===== config.mk =====
export PLATFORM = sky130hd
export DESIGN_NAME = id_pipe_ctrl_flat
export DESIGN_NICKNAME = d
export VERILOG_FILES = /design/src/rtl/id_pipe_ctrl_pkg.sv /design/src/rtl/id_pipe_ctrl_if.sv /design/src/rtl/id_pipe_ctrl_sat_counter.sv /design/src/rtl/id_pipe_ctrl.sv /design/src/flat_wrapper.sv
export SDC_FILE = /design/constraint.sdc
export NUM_CORES = 1
export LEC_CHECK = 0
export BUFFER_PORTS_ARGS = -buffer_cell sky130_fd_sc_hd__clkbuf_2
export CORE_UTILIZATION = 41
export DETAILED_ROUTE_END_ITERATION = 12
export GPL_TIMING_DRIVEN = 0
export PLACE_DENSITY = 0.68
export REMOVE_ABC_BUFFERS = 1
export SETUP_SLACK_MARGIN = 0.15
export SLEW_MARGIN = 25
export SYNTH_ARGS = -nofsm -noshare
export SYNTH_HDL_FRONTEND = slang
export SYNTH_SLANG_ARGS = --single-unit

===== constraint.sdc =====
create_clock -name clk -period 2.8 [get_ports clk]
set_input_delay 0.14 -clock clk [delete_from_list [all_inputs] [get_ports clk]]
set_output_delay 0.14 -clock clk [all_outputs]
set_load 0.01 [all_outputs]

===== src/rtl/id_pipe_ctrl_pkg.sv =====
// id_pipe_ctrl_pkg: shared widths and ID-stage state encodings.
//   FS_BUS_WD  - IF->ID payload width (PC + instruction)
//   ds_state_e - ID register occupancy state (EMPTY/RUN/STALL)
package id_pipe_ctrl_pkg;

    localparam int FS_BUS_WD = 64;

    typedef enum logic [1:0] {
        ST_EMPTY = 2'd0,
        ST_RUN   = 2'd1,
        ST_STALL = 2'd2
    } ds_state_e;

endpackage


===== src/rtl/id_pipe_ctrl_if.sv =====
// id_pipe_ctrl_if: IF->ID->EXE handshake bundle around the ID register.
//   fs_to_ds_valid/fs_to_ds_bus : IF offers an instruction
//   ds_allowin                  : ID can accept this cycle
//   ds_ready_go                 : stall unit result (0 = load-use hold)
//   es_allowin                  : EXE back-pressure
//   br_flush                    : branch redirect, kill ID contents
//   ds_valid/ds_bus             : ID register contents
//   ds_to_es_valid              : ID hands off to EXE this cycle
// slave = the ID controller, master = the surrounding pipeline.
interface id_pipe_ctrl_if
    import id_pipe_ctrl_pkg::*;
#(
    parameter int BUS_WD = FS_BUS_WD
);
    logic              fs_to_ds_valid;
    logic [BUS_WD-1:0] fs_to_ds_bus;
    logic              ds_allowin;
    logic              ds_ready_go;
    logic              es_allowin;
    logic              br_flush;
    logic              ds_valid;
    logic [BUS_WD-1:0] ds_bus;
    logic              ds_to_es_valid;

    modport slave (
        input  fs_to_ds_valid, fs_to_ds_bus, ds_ready_go, es_allowin, br_flush,
        output ds_allowin, ds_valid, ds_bus, ds_to_es_valid
    );

    modport master (
        output fs_to_ds_valid, fs_to_ds_bus, ds_ready_go, es_allowin, br_flush,
        input  ds_allowin, ds_valid, ds_bus, ds_to_es_valid
    );
endinterface


===== src/rtl/id_pipe_ctrl_sat_counter.sv =====
// sat_counter: up-counter that sticks at all-ones instead of wrapping.
//   clk, reset : clock, synchronous active-high reset
//   inc_i      : count this cycle
//   clr_i      : clear at next edge (wins over inc_i)
//   cnt_o      : current count
module sat_counter #(
    parameter int WD = 32
) (
    input  logic          clk,
    input  logic          reset,
    input  logic          inc_i,
    input  logic          clr_i,
    output logic [WD-1:0] cnt_o
);
    logic [WD-1:0] cnt_q;

    always_ff @(posedge clk) begin
        if (reset || clr_i) begin
            cnt_q <= '0;
        end else if (inc_i && (cnt_q != '1)) begin
            cnt_q <= cnt_q + 1'b1;
        end
    end

    assign cnt_o = cnt_q;
endmodule


===== src/rtl/id_pipe_ctrl.sv =====
// id_pipe_ctrl: decode-stage pipeline register and handshake controller.
//   clk, reset      : clock, synchronous active-high reset
//   ds_if (slave)   : IF->ID->EXE handshake and ID register contents
//   cnt_clr_i       : synchronous clear of both performance counters
//   stall_cnt_o     : cycles spent in STALL (saturating)
//   bubble_cnt_o    : cycles EXE could accept but got nothing (saturating)
//   stall_timeout_o : consecutive STALL run has reached STALL_MAX
//   state_o         : EMPTY/RUN/STALL view of the ID register
module id_pipe_ctrl
    import id_pipe_ctrl_pkg::*;
#(
    parameter int FS_BUS_WD = id_pipe_ctrl_pkg::FS_BUS_WD,
    parameter int CNT_WD    = 32,
    parameter int STALL_MAX = 8
) (
    input  logic              clk,
    input  logic              reset,
    id_pipe_ctrl_if.slave     ds_if,
    input  logic              cnt_clr_i,
    output logic [CNT_WD-1:0] stall_cnt_o,
    output logic [CNT_WD-1:0] bubble_cnt_o,
    output logic              stall_timeout_o,
    output ds_state_e         state_o
);
    localparam int CW = $clog2(STALL_MAX + 1);
    localparam logic [CW-1:0] CONS_MAX = CW'(STALL_MAX);

    logic                 ds_valid_q, ds_valid_d;
    logic [FS_BUS_WD-1:0] ds_bus_q, ds_bus_d;
    ds_state_e            state_q, state_d;
    logic [CW-1:0]        cons_q, cons_d;
    logic                 timeout_q;

    logic allowin, to_es, xfer_in;

    assign allowin = ~ds_valid_q | (ds_if.ds_ready_go & ds_if.es_allowin) | ds_if.br_flush;
    assign to_es   = ds_valid_q & ds_if.ds_ready_go & ~ds_if.br_flush;
    // A payload arriving under flush is wrong-path and never captured.
    assign xfer_in = allowin & ds_if.fs_to_ds_valid & ~ds_if.br_flush;

    always_comb begin
        ds_valid_d = ds_valid_q;
        ds_bus_d   = ds_bus_q;
        if (ds_if.br_flush) begin
            ds_valid_d = 1'b0;
        end else if (xfer_in) begin
            ds_valid_d = 1'b1;
            ds_bus_d   = ds_if.fs_to_ds_bus;
        end else if (allowin) begin
            ds_valid_d = 1'b0;
        end
    end

    always_comb begin
        if (ds_if.br_flush || !ds_valid_d) begin
            state_d = ST_EMPTY;
        end else if (ds_valid_q && !ds_if.ds_ready_go) begin
            state_d = ST_STALL;
        end else begin
            state_d = ST_RUN;
        end
    end

    // cons_q is the length of the current STALL run including this cycle,
    // so stall_timeout lines up with the cycle the run reaches STALL_MAX.
    always_comb begin
        if (state_d != ST_STALL) begin
            cons_d = '0;
        end else if (cons_q == CONS_MAX) begin
            cons_d = cons_q;
        end else begin
            cons_d = cons_q + 1'b1;
        end
    end

    always_ff @(posedge clk) begin
        if (reset) begin
            ds_valid_q <= 1'b0;
            ds_bus_q   <= '0;
            state_q    <= ST_EMPTY;
            cons_q     <= '0;
            timeout_q  <= 1'b0;
        end else begin
            ds_valid_q <= ds_valid_d;
            ds_bus_q   <= ds_bus_d;
            state_q    <= state_d;
            cons_q     <= cons_d;
            timeout_q  <= (cons_d == CONS_MAX);
        end
    end

    sat_counter #(.WD(CNT_WD)) u_stall_cnt (
        .clk   (clk),
        .reset (reset),
        .inc_i (state_q == ST_STALL),
        .clr_i (cnt_clr_i),
        .cnt_o (stall_cnt_o)
    );

    sat_counter #(.WD(CNT_WD)) u_bubble_cnt (
        .clk   (clk),
        .reset (reset),
        .inc_i (ds_if.es_allowin & ~to_es),
        .clr_i (cnt_clr_i),
        .cnt_o (bubble_cnt_o)
    );

    assign ds_if.ds_allowin     = allowin;
    assign ds_if.ds_valid       = ds_valid_q;
    assign ds_if.ds_bus         = ds_bus_q;
    assign ds_if.ds_to_es_valid = to_es;
    assign stall_timeout_o      = timeout_q;
    assign state_o              = state_q;
endmodule


===== src/flat_wrapper.sv =====
// flat-port wrapper written by rule: the top's interface ports become plain ports
module id_pipe_ctrl_flat import id_pipe_ctrl_pkg::*;
#(
    parameter int FS_BUS_WD = id_pipe_ctrl_pkg::FS_BUS_WD,
    parameter int CNT_WD    = 32,
    parameter int STALL_MAX = 8
)
  (clk, reset, cnt_clr_i, stall_cnt_o, bubble_cnt_o, stall_timeout_o, state_o, ds_if_fs_to_ds_valid, ds_if_fs_to_ds_bus, ds_if_ds_ready_go, ds_if_es_allowin, ds_if_br_flush, ds_if_ds_allowin, ds_if_ds_valid, ds_if_ds_bus, ds_if_ds_to_es_valid);
  id_pipe_ctrl_if #(.BUS_WD(64)) ds_if_i ();
  input  logic clk;
  input  logic reset;
  input  logic cnt_clr_i;
  output logic [CNT_WD-1:0] stall_cnt_o;
  output logic [CNT_WD-1:0] bubble_cnt_o;
  output logic stall_timeout_o;
  output ds_state_e state_o;
  input wire logic [$bits(ds_if_i.fs_to_ds_valid)-1:0] ds_if_fs_to_ds_valid;
  input wire logic [$bits(ds_if_i.fs_to_ds_bus)-1:0] ds_if_fs_to_ds_bus;
  input wire logic [$bits(ds_if_i.ds_ready_go)-1:0] ds_if_ds_ready_go;
  input wire logic [$bits(ds_if_i.es_allowin)-1:0] ds_if_es_allowin;
  input wire logic [$bits(ds_if_i.br_flush)-1:0] ds_if_br_flush;
  output wire logic [$bits(ds_if_i.ds_allowin)-1:0] ds_if_ds_allowin;
  output wire logic [$bits(ds_if_i.ds_valid)-1:0] ds_if_ds_valid;
  output wire logic [$bits(ds_if_i.ds_bus)-1:0] ds_if_ds_bus;
  output wire logic [$bits(ds_if_i.ds_to_es_valid)-1:0] ds_if_ds_to_es_valid;
  assign ds_if_i.fs_to_ds_valid = ds_if_fs_to_ds_valid;
  assign ds_if_i.fs_to_ds_bus = ds_if_fs_to_ds_bus;
  assign ds_if_i.ds_ready_go = ds_if_ds_ready_go;
  assign ds_if_i.es_allowin = ds_if_es_allowin;
  assign ds_if_i.br_flush = ds_if_br_flush;
  assign ds_if_ds_allowin = ds_if_i.ds_allowin;
  assign ds_if_ds_valid = ds_if_i.ds_valid;
  assign ds_if_ds_bus = ds_if_i.ds_bus;
  assign ds_if_ds_to_es_valid = ds_if_i.ds_to_es_valid;
  id_pipe_ctrl #(.FS_BUS_WD(FS_BUS_WD), .CNT_WD(CNT_WD), .STALL_MAX(STALL_MAX)) u_core (.clk(clk), .reset(reset), .ds_if(ds_if_i), .cnt_clr_i(cnt_clr_i), .stall_cnt_o(stall_cnt_o), .bubble_cnt_o(bubble_cnt_o), .stall_timeout_o(stall_timeout_o), .state_o(state_o));
endmodule

* Word level (Yosys, flattened, before mapping) *
Cells that the tools add are included.

storage, ports and cells
  logic and storage cells = 42
  output and inout port bits = 134
  flip-flop bits (word level) = 136
  input bits = 71

operators by class
  mux-type cells = 7
  bitwise gates (word level) = 11
  add/subtract/negate cells = 3
  eq/ne operators = 6
  reduce and logical (&&, ||, !) cells = 8

operator list
  kind                                            count
  adder 32 x 1 -> 32 bit (second input constant)  2
  != test 32 bit (second input constant)          2
  == test 4 bit (second input constant)           2
  2-to-1 mux 4 bit                                2
  AND 1 bit                                       6
  adder 4 x 1 -> 4 bit (second input constant)    1
  2-to-1 mux 2 bit                                2
  logical AND 1 bit                               3
  2-to-1 mux 1 bit                                3
  inverter 1 bit                                  3
  == test 2 bit (second input constant)           1
  zero test 1 bit                                 2
  logical OR 1 bit                                2
  != test 2 bit (second input constant)           1
  bitwise OR 1 bit                                2
  AND reduction 2 bit                             1

* Logic depth before layout (Yosys ltp) *
  depth after elaboration = 13
  gate-level depth with buffers = 8

* Modules after synthesis *
Synthesis repeated with hierarchy kept, for this count alone.

second synthesis, totals
  cells, all modules = 710
  area, all modules = 6373.6 um^2

by module, submodules not included
  module        cells each  sequential area each (um^2)  area each (um^2)  times used
  sat_counter   189         640.6                        1681.6            2
  id_pipe_ctrl  332         1441.4                       3010.4            1

* Worst setup path before layout *
OpenSTA, ideal clock, no wires.

  kind = reg2reg
  start point = register u_core.u_bubble_cnt.cnt_q[14] (netlist: u_core.u_bubble_cnt.cnt_o[14])
  end point = register u_core.u_bubble_cnt.cnt_q[5] (netlist: u_core.u_bubble_cnt.cnt_o[5])
  data required time = 2.685 ns
  data arrival time = 2.097 ns
  stages on the path, launching flop included = 8
  setup slack = 0.589 ns
  clock period less this slack = 2.211 ns
  cells stage by stage = dfxtp_1 nand4_2 or4_4 o41ai_4 buf_4 buf_4 nor4_1 o21a_1

on the way
  longest elaborated chain between the ends = 2

ends and longest elaborated chain
  element                 RTL line                        RTL
  start, declared         id_pipe_ctrl_sat_counter.sv:15  logic [WD-1:0] cnt_q;
  start signal, assigned  id_pipe_ctrl_sat_counter.sv:21  cnt_q <= cnt_q + 1'b1;
  != test 32 bit          id_pipe_ctrl_sat_counter.sv:20  end else if (inc_i && (cnt_q != '1)) begin
  logical AND 1 bit       id_pipe_ctrl_sat_counter.sv:20

Every way passes these cells.
A chain may end at the register's enable or synchronous reset.

* Final worst setup path *
  start point = register u_core.u_bubble_cnt.cnt_q[14] (netlist: u_core.u_bubble_cnt.cnt_o[14])
  end point = register u_core.u_bubble_cnt.cnt_q[29] (netlist: u_core.u_bubble_cnt.cnt_o[29])

on the way
  longest elaborated chain between the ends = 2
  elaborated cells on any way between the ends = 3

ends and longest elaborated chain
  element
  parallel branches: the longest is 2 deep, another holds adder 32 x 1 -> 32 bit

Parallel ways; which one is timed is not known.

==> reports/metrics.cfg <==
[outcome]
status=finished, final reports clean

[synthesis]
synth-seq-area-share_pct=47.1
yosys_register_bits=136
yosys_warnings=0
async_reset_ff_share_pct=0
synthFlopType=dfxtp_1
avgSynthCellArea_um2=8.11
synth_edf_count=0
postSynthCellCount=713
ys_types=51
netlist_area_um2=5790

[detailed_routing]
drtPass1Iterations=7
drc=0
wl_um=16400
vias=6089
vias_per_cell=5.28
drt_iter0_drc=351
post_drt_wl_per_cell_um=14.2
antenna_left=0

[power]
p_comb_share_pct=7.2
sequentialPowerShare_pct=42.4
pwr-share-clk_pct=50.4
power_density_nw_per_um2=577
p_leak_nw=3.33
totalPowerFinal_mw=4.73
p_sw_share_pct=22.3
power.switching_mw=1.05
ir_worst_vdd_v=0.000354
internal-power_mw=3.68

[timing]
relSlewSlack_pct=47.4
tightestPinTransition_ns=0.788
finalWorstSetupSlack_ns=0.431
rsz0062_at_grt=no
hold_viol=0
maxSlewViolCount=0
period_share_pct=84.6
fmax_mhz=422
period_needed_ns=2.37
setup_violations=0
skew_ns=0.00591

[final_layout]
final_common_cell=clkbuf_2
most-common-layout-cells=clkbuf_2 (203), nand2_1 (167), dfxtp_1 (136), a21oi_1 (98), dlygate4sd3_1 (62)
nets=1035
fillers=1239
diodes=0
area_growth_pct=41.7
drive_above_1_share_pct=26.3

[place]
portBuffers=204
place_congestion=0.764
dp_slack_ns=0.143
post-dp-hpwl_um=10300

[clock_network]
cts_buffers=17
ctsLongestPathBuffers=2
ctsHtreeMaxLevel=4
cts_tree=yes
cts_num_sinks=136
clk_latency_ns=0.41
path_clk_slew_ns=0.06
cts_root_buf=clkbuf_16

[floorplanning]
die-height_um=121
start_util_pct=41.8
die-area_um2=14600
core_area_um2=13800
ioPinCount=205
rows=43
die_w_um=121

[setup_path]
required_ns=3.10
worstReg2RegStart=u_core.u_bubble_cnt.cnt_o[14]
worstSetupEndpointType=flip-flop
cp_data_arrival_time_ns=2.67
start_kind=flip-flop
crit_path_start=u_core.u_bubble_cnt.cnt_o[14]
path_class=reg2reg
path_max_fanout=13

[flow_run]
drv_cap=0

[grt]
grt_pass1_vias=5563
grt.overflow.total=0
grt_use_total_pct=22.8
grt_pass1_wl_um=26600
grt_start_max_net_pins=70
grt_antenna_before_repair=0

[min_path]
min_path_type=in2reg
hold_start=ds_if_br_flush

## kinds of logic after synthesis
family / share of synthesized area [%]
flops: 47.1
mux: 0.368
fa+ha+maj: 0.865
simple gates: 27.9
buf+inv: 3.96
compound gates: 17.3
xor+xnor: 2.57
## power by group through the flow
| stage | clock network [mW] | logic, mW | registers [mW] |
|---|---|---|---|
| detailed placement | 0 | 0.269 | 2.05 |
| global route | 2.52 | 0.378 | 2.01 |
| global placement | 0 | 0.264 | 2.05 |
| CTS | 2.43 | 0.337 | 2.01 |
| finish | 2.38 | 0.342 | 2.01 |
| floorplan | 0 | 0.0957 | 2.07 |
## layer usage
| metal | vias to the layer above | share of wire (%) | track usage, % |
|---|---|---|---|
| met1 | 2817 | 44 | 28.8 |
| li1 | 3028 | - | - |
| met4 | 0 | 2.2 | 10.2 |
| met3 | 27 | 7.2 | 7.17 |
| met5 | - | 0 | 0 |
| met2 | 217 | 46 | 35.5 |
## final cells by class
class / instances / area (um^2) / area share (%)
Clock buffer: 20 / 457 / 5.57
Tap cell: 180 / 225 / 2.75
Inverter: 13 / 48.8 / 0.595
Multi-Input combinational cell: 519 / 2860 / 34.9
Clock inverter: 12 / 174 / 2.12
Timing Repair Buffer: 273 / 1710 / 20.9
Sequential cell: 136 / 2720 / 33.2
## stage by stage
stage	util, %	cell area, um^2	TNS (ns)	std cells	hold WS [ns]
floorplan	-	5610	-95.35	668	0.209
detailed placement	50.0	6920	0	1058	0.368
CTS	59.1	8180	0	1152	0.000666
global route	59.3	8200	0	1153	0.0277
finish	59.3	8200	0	1153	0.0291
global placement	49.6	6850	-230.91	1052	0.362
## flip-flops by register name, indices dropped and copies added, names as in the netlist
register and cells:
u_core.ds_if.ds_bus 64, u_core.u_bubble_cnt.cnt_o 32, u_core.state_o 2, u_core.ds_if.ds_valid 1, u_core.cons_q 4, u_core.stall_timeout_o 1
u_core.u_stall_cnt.cnt_o 32
## final timing paths
path,endpoint,slack [ns],cells after the start
setup reg to reg,u_core.u_bubble_cnt.cnt_o[29],0.43,6
hold / removal,u_core.ds_if.ds_valid,0.03,2
setup / recovery,u_core.u_bubble_cnt.cnt_o[29],0.43,6
hold reg to reg,u_core.ds_if.ds_bus[42],0.45,2
## synthesized netlist by cell type, types with 9 or more instances
library cell,n,area [um^2]
a21oi_1,98,490
and3_1,9,56.3
and4_1,10,87.6
clkbuf_1,36,135
dfxtp_1,136,2720
inv_1,13,48.8
nand2_1,167,627
nand3_1,21,105
nand4_1,18,113
nor2_1,30,113
nor4_1,9,56.3
o21ai_0,20,100
o31ai_1,11,82.6
or3_1,20,125
or4_1,18,135
xnor2_1,14,123
## worst max-delay path, stage by stage, from the launching register on
cell     delay, ns
dfxtp_1       0.44
nand4_2       0.17
or4_4         0.61
o41ai_4       0.57
buf_6         0.23
nor4_1        0.06
o21a_1        0.17
## timing repair
| action | 4_1_cts | 5_1_grt |
|---|---|---|
| hold endpoints to repair | 62 | 0 |
| endpoints found under the setup margin | 5 | 0 |
| buffers inserted | 0 | 0 |
| resized for setup | 1 | 0 |
| hold buffers | 62 | 0 |
Power figures use the tool's default switching activity.
